<file path="src/rtl/mac_seq_if.sv">
// Bus bundle for mac_seq: weight-RAM write port, start/ready request and result.
// The master drives requests and weights; the slave (the engine) returns results.
interface mac_seq_if #(
  parameter int N_SPINS  = 16,
  parameter int LANES    = 4,
  parameter int N_ROWS   = 16,
  parameter int W_BITS   = 8,
  parameter int H_BITS   = 8,
  parameter int ACC_BITS = 16
);
  localparam int BEATS = N_SPINS / LANES;
  localparam int AW    = $clog2(N_ROWS * BEATS);
  localparam int RW    = $clog2(N_ROWS);

  logic                      wr_en;
  logic [AW-1:0]             wr_addr;
  logic [LANES*W_BITS-1:0]   wr_data;
  logic                      start;
  logic [RW-1:0]             row;
  logic [N_SPINS-1:0]        m_in;
  logic [H_BITS-1:0]         h_in;
  logic                      ready;
  logic                      out_valid;
  logic [ACC_BITS-1:0]       out;
  logic                      ovf;

  modport master (
    output wr_en, wr_addr, wr_data, start, row, m_in, h_in,
    input  ready, out_valid, out, ovf
  );

  modport slave (
    input  wr_en, wr_addr, wr_data, start, row, m_in, h_in,
    output ready, out_valid, out, ovf
  );
endinterface

</file>
<file path="src/rtl/mac_seq.sv">
// Time-multiplexed local-field MAC: streams one stored J row LANES terms per
// cycle, adds the bias and returns a clamped or wrapped signed field.
module mac_seq #(
  parameter int N_SPINS  = 16,
  parameter int LANES    = 4,
  parameter int N_ROWS   = 16,
  parameter int W_BITS   = 8,
  parameter int H_BITS   = 8,
  parameter int ACC_BITS = 16,
  parameter int SATURATE = 1
) (
  input  logic    clk,
  input  logic    rst,
  mac_seq_if.slave bus
);
  localparam int BEATS = N_SPINS / LANES;
  localparam int AW    = $clog2(N_ROWS * BEATS);
  localparam int RW    = $clog2(N_ROWS);
  localparam int BW    = (BEATS > 1) ? $clog2(BEATS) : 1;
  localparam int TW    = W_BITS + 1;
  localparam int ACC_W = ACC_BITS + $clog2(N_SPINS) + W_BITS;
  localparam int DW    = LANES * W_BITS;

  localparam logic signed [ACC_W-1:0] MAXV = {{(ACC_W-ACC_BITS+1){1'b0}}, {(ACC_BITS-1){1'b1}}};
  localparam logic signed [ACC_W-1:0] MINV = ~MAXV;

  typedef enum logic [1:0] {IDLE, FETCH, ACC, DONE} state_t;

  state_t state, state_nxt;

  logic [BW-1:0]             beat;
  logic [RW-1:0]             row_q;
  logic [N_SPINS-1:0]        m_sh;
  logic signed [H_BITS-1:0]  h_q;
  logic signed [ACC_W-1:0]   acc, beat_sum, exact;
  logic [ACC_BITS-1:0]       out_q;
  logic                      ovf_q, vld_q, ready, accept, hi, lo;

  logic [DW-1:0]             mem [2**AW];
  logic [DW-1:0]             rd_q;
  logic [AW-1:0]             rd_addr;
  logic [LANES-1:0][TW-1:0]  term;

  assign accept = bus.start & ready;

  // During ACC the next beat is prefetched so each word lands as it is needed.
  assign rd_addr = AW'(row_q * BEATS + ((state == ACC) ? int'(beat) + 1 : 0));

  always_ff @(posedge clk) begin
    if (bus.wr_en) mem[bus.wr_addr] <= bus.wr_data;
    rd_q <= mem[rd_addr];
  end

  // Negation happens one bit wider so -(-2^(W_BITS-1)) stays exact.
  for (genvar k = 0; k < LANES; k++) begin : g_lane
    logic [TW-1:0] jx;
    assign jx      = {rd_q[k*W_BITS+W_BITS-1], rd_q[k*W_BITS +: W_BITS]};
    assign term[k] = m_sh[k] ? jx : (~jx + 1'b1);
  end

  always_comb begin
    beat_sum = '0;
    for (int k = 0; k < LANES; k++) beat_sum = beat_sum + ACC_W'($signed(term[k]));
  end

  assign exact = acc + ACC_W'(h_q);
  assign hi    = exact > MAXV;
  assign lo    = exact < MINV;

  always_ff @(posedge clk or posedge rst) begin
    if (rst) state <= IDLE;
    else     state <= state_nxt;
  end

  always_comb begin
    state_nxt = state;
    case (state)
      IDLE:    if (accept) state_nxt = FETCH;
      FETCH:   state_nxt = ACC;
      ACC:     if (beat == BW'(BEATS-1)) state_nxt = DONE;
      DONE:    state_nxt = IDLE;
      default: state_nxt = IDLE;
    endcase
  end

  always_comb begin
    ready = (state == IDLE);
  end

  always_ff @(posedge clk or posedge rst) begin
    if (rst) begin
      row_q <= '0;
      m_sh  <= '0;
      h_q   <= '0;
      acc   <= '0;
      beat  <= '0;
      out_q <= '0;
      ovf_q <= 1'b0;
      vld_q <= 1'b0;
    end else begin
      vld_q <= 1'b0;
      case (state)
        IDLE: if (accept) begin
          row_q <= bus.row;
          m_sh  <= bus.m_in;
          h_q   <= bus.h_in;
          acc   <= '0;
          beat  <= '0;
        end
        ACC: begin
          acc  <= acc + beat_sum;
          m_sh <= m_sh >> LANES;
          beat <= beat + 1'b1;
        end
        DONE: begin
          vld_q <= 1'b1;
          ovf_q <= hi | lo;
          if (SATURATE != 0 && hi)      out_q <= {1'b0, {(ACC_BITS-1){1'b1}}};
          else if (SATURATE != 0 && lo) out_q <= {1'b1, {(ACC_BITS-1){1'b0}}};
          else                          out_q <= exact[ACC_BITS-1:0];
        end
        default: ;
      endcase
    end
  end

  assign bus.ready     = ready;
  assign bus.out_valid = vld_q;
  assign bus.out       = out_q;
  assign bus.ovf       = ovf_q;
endmodule

</file>
<file path="src/flat_wrapper.sv">
// flat-port wrapper written by rule: the top's interface ports become plain ports
module mac_seq_flat 
#(
  parameter int N_SPINS  = 16,
  parameter int LANES    = 4,
  parameter int N_ROWS   = 16,
  parameter int W_BITS   = 8,
  parameter int H_BITS   = 8,
  parameter int ACC_BITS = 16,
  parameter int SATURATE = 1
)
  (clk, rst, bus_wr_en, bus_wr_addr, bus_wr_data, bus_start, bus_row, bus_m_in, bus_h_in, bus_ready, bus_out_valid, bus_out, bus_ovf);
  mac_seq_if #(.N_SPINS(N_SPINS), .LANES(LANES), .N_ROWS(N_ROWS), .W_BITS(W_BITS), .H_BITS(H_BITS), .ACC_BITS(ACC_BITS)) bus_i ();
  input  logic clk;
  input  logic rst;
  input wire logic [$bits(bus_i.wr_en)-1:0] bus_wr_en;
  input wire logic [$bits(bus_i.wr_addr)-1:0] bus_wr_addr;
  input wire logic [$bits(bus_i.wr_data)-1:0] bus_wr_data;
  input wire logic [$bits(bus_i.start)-1:0] bus_start;
  input wire logic [$bits(bus_i.row)-1:0] bus_row;
  input wire logic [$bits(bus_i.m_in)-1:0] bus_m_in;
  input wire logic [$bits(bus_i.h_in)-1:0] bus_h_in;
  output wire logic [$bits(bus_i.ready)-1:0] bus_ready;
  output wire logic [$bits(bus_i.out_valid)-1:0] bus_out_valid;
  output wire logic [$bits(bus_i.out)-1:0] bus_out;
  output wire logic [$bits(bus_i.ovf)-1:0] bus_ovf;
  assign bus_i.wr_en = bus_wr_en;
  assign bus_i.wr_addr = bus_wr_addr;
  assign bus_i.wr_data = bus_wr_data;
  assign bus_i.start = bus_start;
  assign bus_i.row = bus_row;
  assign bus_i.m_in = bus_m_in;
  assign bus_i.h_in = bus_h_in;
  assign bus_ready = bus_i.ready;
  assign bus_out_valid = bus_i.out_valid;
  assign bus_out = bus_i.out;
  assign bus_ovf = bus_i.ovf;
  mac_seq #(.N_SPINS(N_SPINS), .LANES(LANES), .N_ROWS(N_ROWS), .W_BITS(W_BITS), .H_BITS(H_BITS), .ACC_BITS(ACC_BITS), .SATURATE(SATURATE)) u_core (.clk(clk), .rst(rst), .bus(bus_i));
endmodule
</file>
<file path="config.mk">
export PLATFORM = sky130hd
export DESIGN_NAME = mac_seq_flat
export DESIGN_NICKNAME = d
export VERILOG_FILES = /design/src/rtl/mac_seq_if.sv /design/src/rtl/mac_seq.sv /design/src/flat_wrapper.sv
export SDC_FILE = /design/constraint.sdc
export NUM_CORES = 2
export LEC_CHECK = 0
export CAP_MARGIN = 10
export CORE_UTILIZATION = 59
export CTS_CLUSTER_DIAMETER = 120
export DETAILED_ROUTE_END_ITERATION = 8
export MAX_ROUTING_LAYER = met4
export PLACE_DENSITY = 0.75
export SYNTH_ARGS = -nofsm -noshare
export SYNTH_HDL_FRONTEND = slang
export SYNTH_SLANG_ARGS = --single-unit
</file>
<file path="constraint.sdc">
create_clock -name clk -period 8.35 [get_ports clk]
set_clock_uncertainty 0.05 [all_clocks]
set_input_delay 2.0875 -clock clk [delete_from_list [all_inputs] [get_ports clk]]
set_output_delay 2.0875 -clock clk [all_outputs]
set_load 0.005 [all_outputs]
</file>
==> run summary <==
Asr flop ratio synth -> 3.61%
Final Max Tran Viols -> 0
Clk_lat worst skew -> 0.84 ns
CP Data Required Time -> 8.98 ns
Initial DRT Pass Iterations -> 6
Routability cong. -> 0.877
Sequential cell area fraction in the yosys report -> 73.5%
Critical path arrival -> 7.46 ns
Chip Height -> 386 um
GR Util All Layers -> 29.1%
Worst-case clock buffer depth -> 3
Fin crit share -> 81.9%
Final ANT Viol Nets -> 0
Largest net degree at the start of global routing -> 144
Crit path largest cell delay -> 0.55 ns
Post-CTS Setup Bufs -> 0
Warnings, synthesis -> 0
Kind of critical path -> reg2reg
RSZ-0062 raised after global routing -> no
Top delay family on crit path -> compound AO/OA/AOI/OAI gates
Layout cells sized above 1 -> 23.9%
Post-CTS sizing -> 0
Seq cells post-synth -> 2158
Post-Synthesis Cells -> 4727
Root Driver -> clkbuf_16
# IOs -> 89
Post-DP HPWL -> 113000 um
Top-area cell type share of the netlist area -> 70.5%
Unique masters post-synth -> 77
DRC -> 0
IO buf count -> 88
Placed cell area -> 90700 um^2
CP Max Fanout -> 18
Syn nets -> 4909
EDFF count, synth -> 2048
Final wirelength -> 209000 um
CTS tree -> yes
Worst Path Buf+Inv -> 2
Crit. End Element -> flip-flop
Routed WL per cell -> 30.0 um
Post-route design area -> 97500 um^2
Synth top area cells -> edfxtp_1, mux4_2, mux2_2
Mapped cell area -> 87200 um^2
Post-CTS Hold Fix Bufs -> 0
Most used cell, CP -> a21o_1
Via count -> 45.6k
Initial antenna violation count -> 19
Die ar. -> 149000 um^2
Clock sinks -> 2158
Htree depth -> 4
Top_reg_cell synth -> edfxtp_1
Fin. Hold Viols -> 0
Crit-path slowest cell -> mux2_2
Synth-to-layout area growth -> 11.8%
Maxcap violations -> 0
Avg Cell Area, Syn -> 18.4 um^2
Vias in the first global route -> 46.3k
# setup viols final -> 0
Die X -> 386 um
Most frequent cells in the layout -> edfxtp_1, nor2_1, mux4_2
Worst-path clk slew -> 0.06 ns
Max frequency -> 0.146 GHz
FP Rows -> 140
Overflow after GRT -> 0
1st-iter DRT viols -> 5254
Status -> finished, final reports clean
Core area -> 146000 um^2
FILL cells -> 9349
Largest area contributor in the netlist -> edfxtp_1
CP startpoint kind -> flip-flop
Initial core utilization -> 59.7%
Worst Max-Slew Pin Slew -> 1.25 ns
Final min period -> 6.84 ns
Most common cell after layout, fill and taps aside -> edfxtp_1
Worst min path class -> reg2reg
Slew HR -> 16.5%
Global-route wire length before repair -> 307000 um
Via density -> 6.54
Number of nets in the layout -> 5065
Total negative slack -> 0 ns
Num CTS Buffers -> 208
-- registers in the layout (all words and copies together), names as in the netlist --
name	count
u_core.state	2
u_core.bus.ovf	1
u_core.rd_q	32
u_core.mem	2048
u_core.m_sh	16
u_core.beat	2
u_core.h_q	8
u_core.acc	28
u_core.row_q	4
u_core.bus.out_valid	1
u_core.bus.out	16
-- final cells by class --
cell class              instances  area (um^2)  area share (%)
diodes                          8         20.0          0.0205
inverters                      68          256           0.263
clock buffers                 260         5490            5.64
multi-input cells            2261        22400            23.0
clock inverters               118         1180            1.21
repair buffers                186         1610            1.65
flip-flops and latches       2158        64100            65.8
well taps                    1917         2400            2.46
-- synthesized netlist by cell type, drive strengths merged (13+ instances only) --
cell / instances
buf: 53
nor3: 26
mux2: 270
edfxtp: 2048
ha: 73
mux2i: 21
xnor2: 50
inv: 68
nor2b: 13
nor2: 633
xor2: 18
clkbuf: 187
nand2: 69
o21ai: 80
dfrtp: 78
mux4: 416
a21o: 32
nand3: 20
o22ai: 272
dfxtp: 32
fa: 39
a21oi: 60
-- kinds of logic (layout without fill, tap and decap cells) --
group                      Yosys count  count (layout)  share of synthesized area (%)
AOI/OAI and AO/OA                  542             542                           4.04
xor gates and xnor gates            68              68                          0.692
adders and majority gates          112             112                           1.94
buffers and inverters              308             632                           1.39
DFF                               2158            2158                           73.5
muxes                              707             707                           14.5
other                                0               8                              0
and+or+nand+nor                    832             832                           3.94
-- worst register-to-register path: stages (launching register included) --
cell	delay, ns
dfxtp_1	0.40
inv_1	0.06
ha_1	0.20
nor2_1	0.13
xnor2_1	0.11
fa_1	0.54
inv_1	0.06
ha_1	0.27
a21o_1	0.18
a21oi_1	0.24
o21bai_1	0.10
a21oi_1	0.22
o21bai_1	0.09
a21oi_1	0.22
nor2b_1	0.07
nor3_1	0.13
mux2_2	0.55
fa_1	0.53
ha_1	0.37
a21o_1	0.21
a21o_1	0.17
a21o_1	0.19
a311o_1	0.35
a211oi_1	0.41
nor2_1	0.14
a41oi_1	0.39
nor2b_1	0.21
o211ai_1	0.11
-- path summary, 6_finish.rpt --
check / startpoint / endpoint / slack [ns] / cells after the start
setup / recovery: u_core.rd_q[16] / u_core.acc[27] / 1.51 / 27
hold / removal: u_core.m_sh[4] / u_core.m_sh[4] / 0.44 / 2
setup reg to reg: u_core.rd_q[16] / u_core.acc[27] / 1.51 / 27
hold reg to reg: u_core.m_sh[4] / u_core.m_sh[4] / 0.44 / 2
max in group asynchronous: rst / u_core.beat[0] / 5.55 / 3
min in group asynchronous: rst / u_core.m_sh[3] / 1.66 / 2
-- routing by layer --
| layer | global-route usage (%) | vias to the layer above | routed length (um) |
|---|---|---|---|
| met5 | - | - | 0 |
| met4 | 7.55 | 0 | 4700 |
| met3 | 6.59 | 338 | 22200 |
| met2 | 45.5 | 2437 | 102000 |
| met1 | 39.1 | 23657 | 80500 |
| li1 | - | 19215 | - |
-- metrics by stage --
step	worst slack [ns]	hold slack, ns	util, %	std cells
detailed placement	1.56	0.426	62.1	6588
floorplan	2.34	0.400	-	4727
finish	1.51	0.442	66.7	6976
global placement	1.66	0.414	62.1	6588
global route	1.08	0.476	66.7	6976
CTS	1.50	0.439	66.7	6966
Power is left out: the tool's default activity adds up to more than one toggle a clock period on the data nets, which glitch-free logic cannot reach.
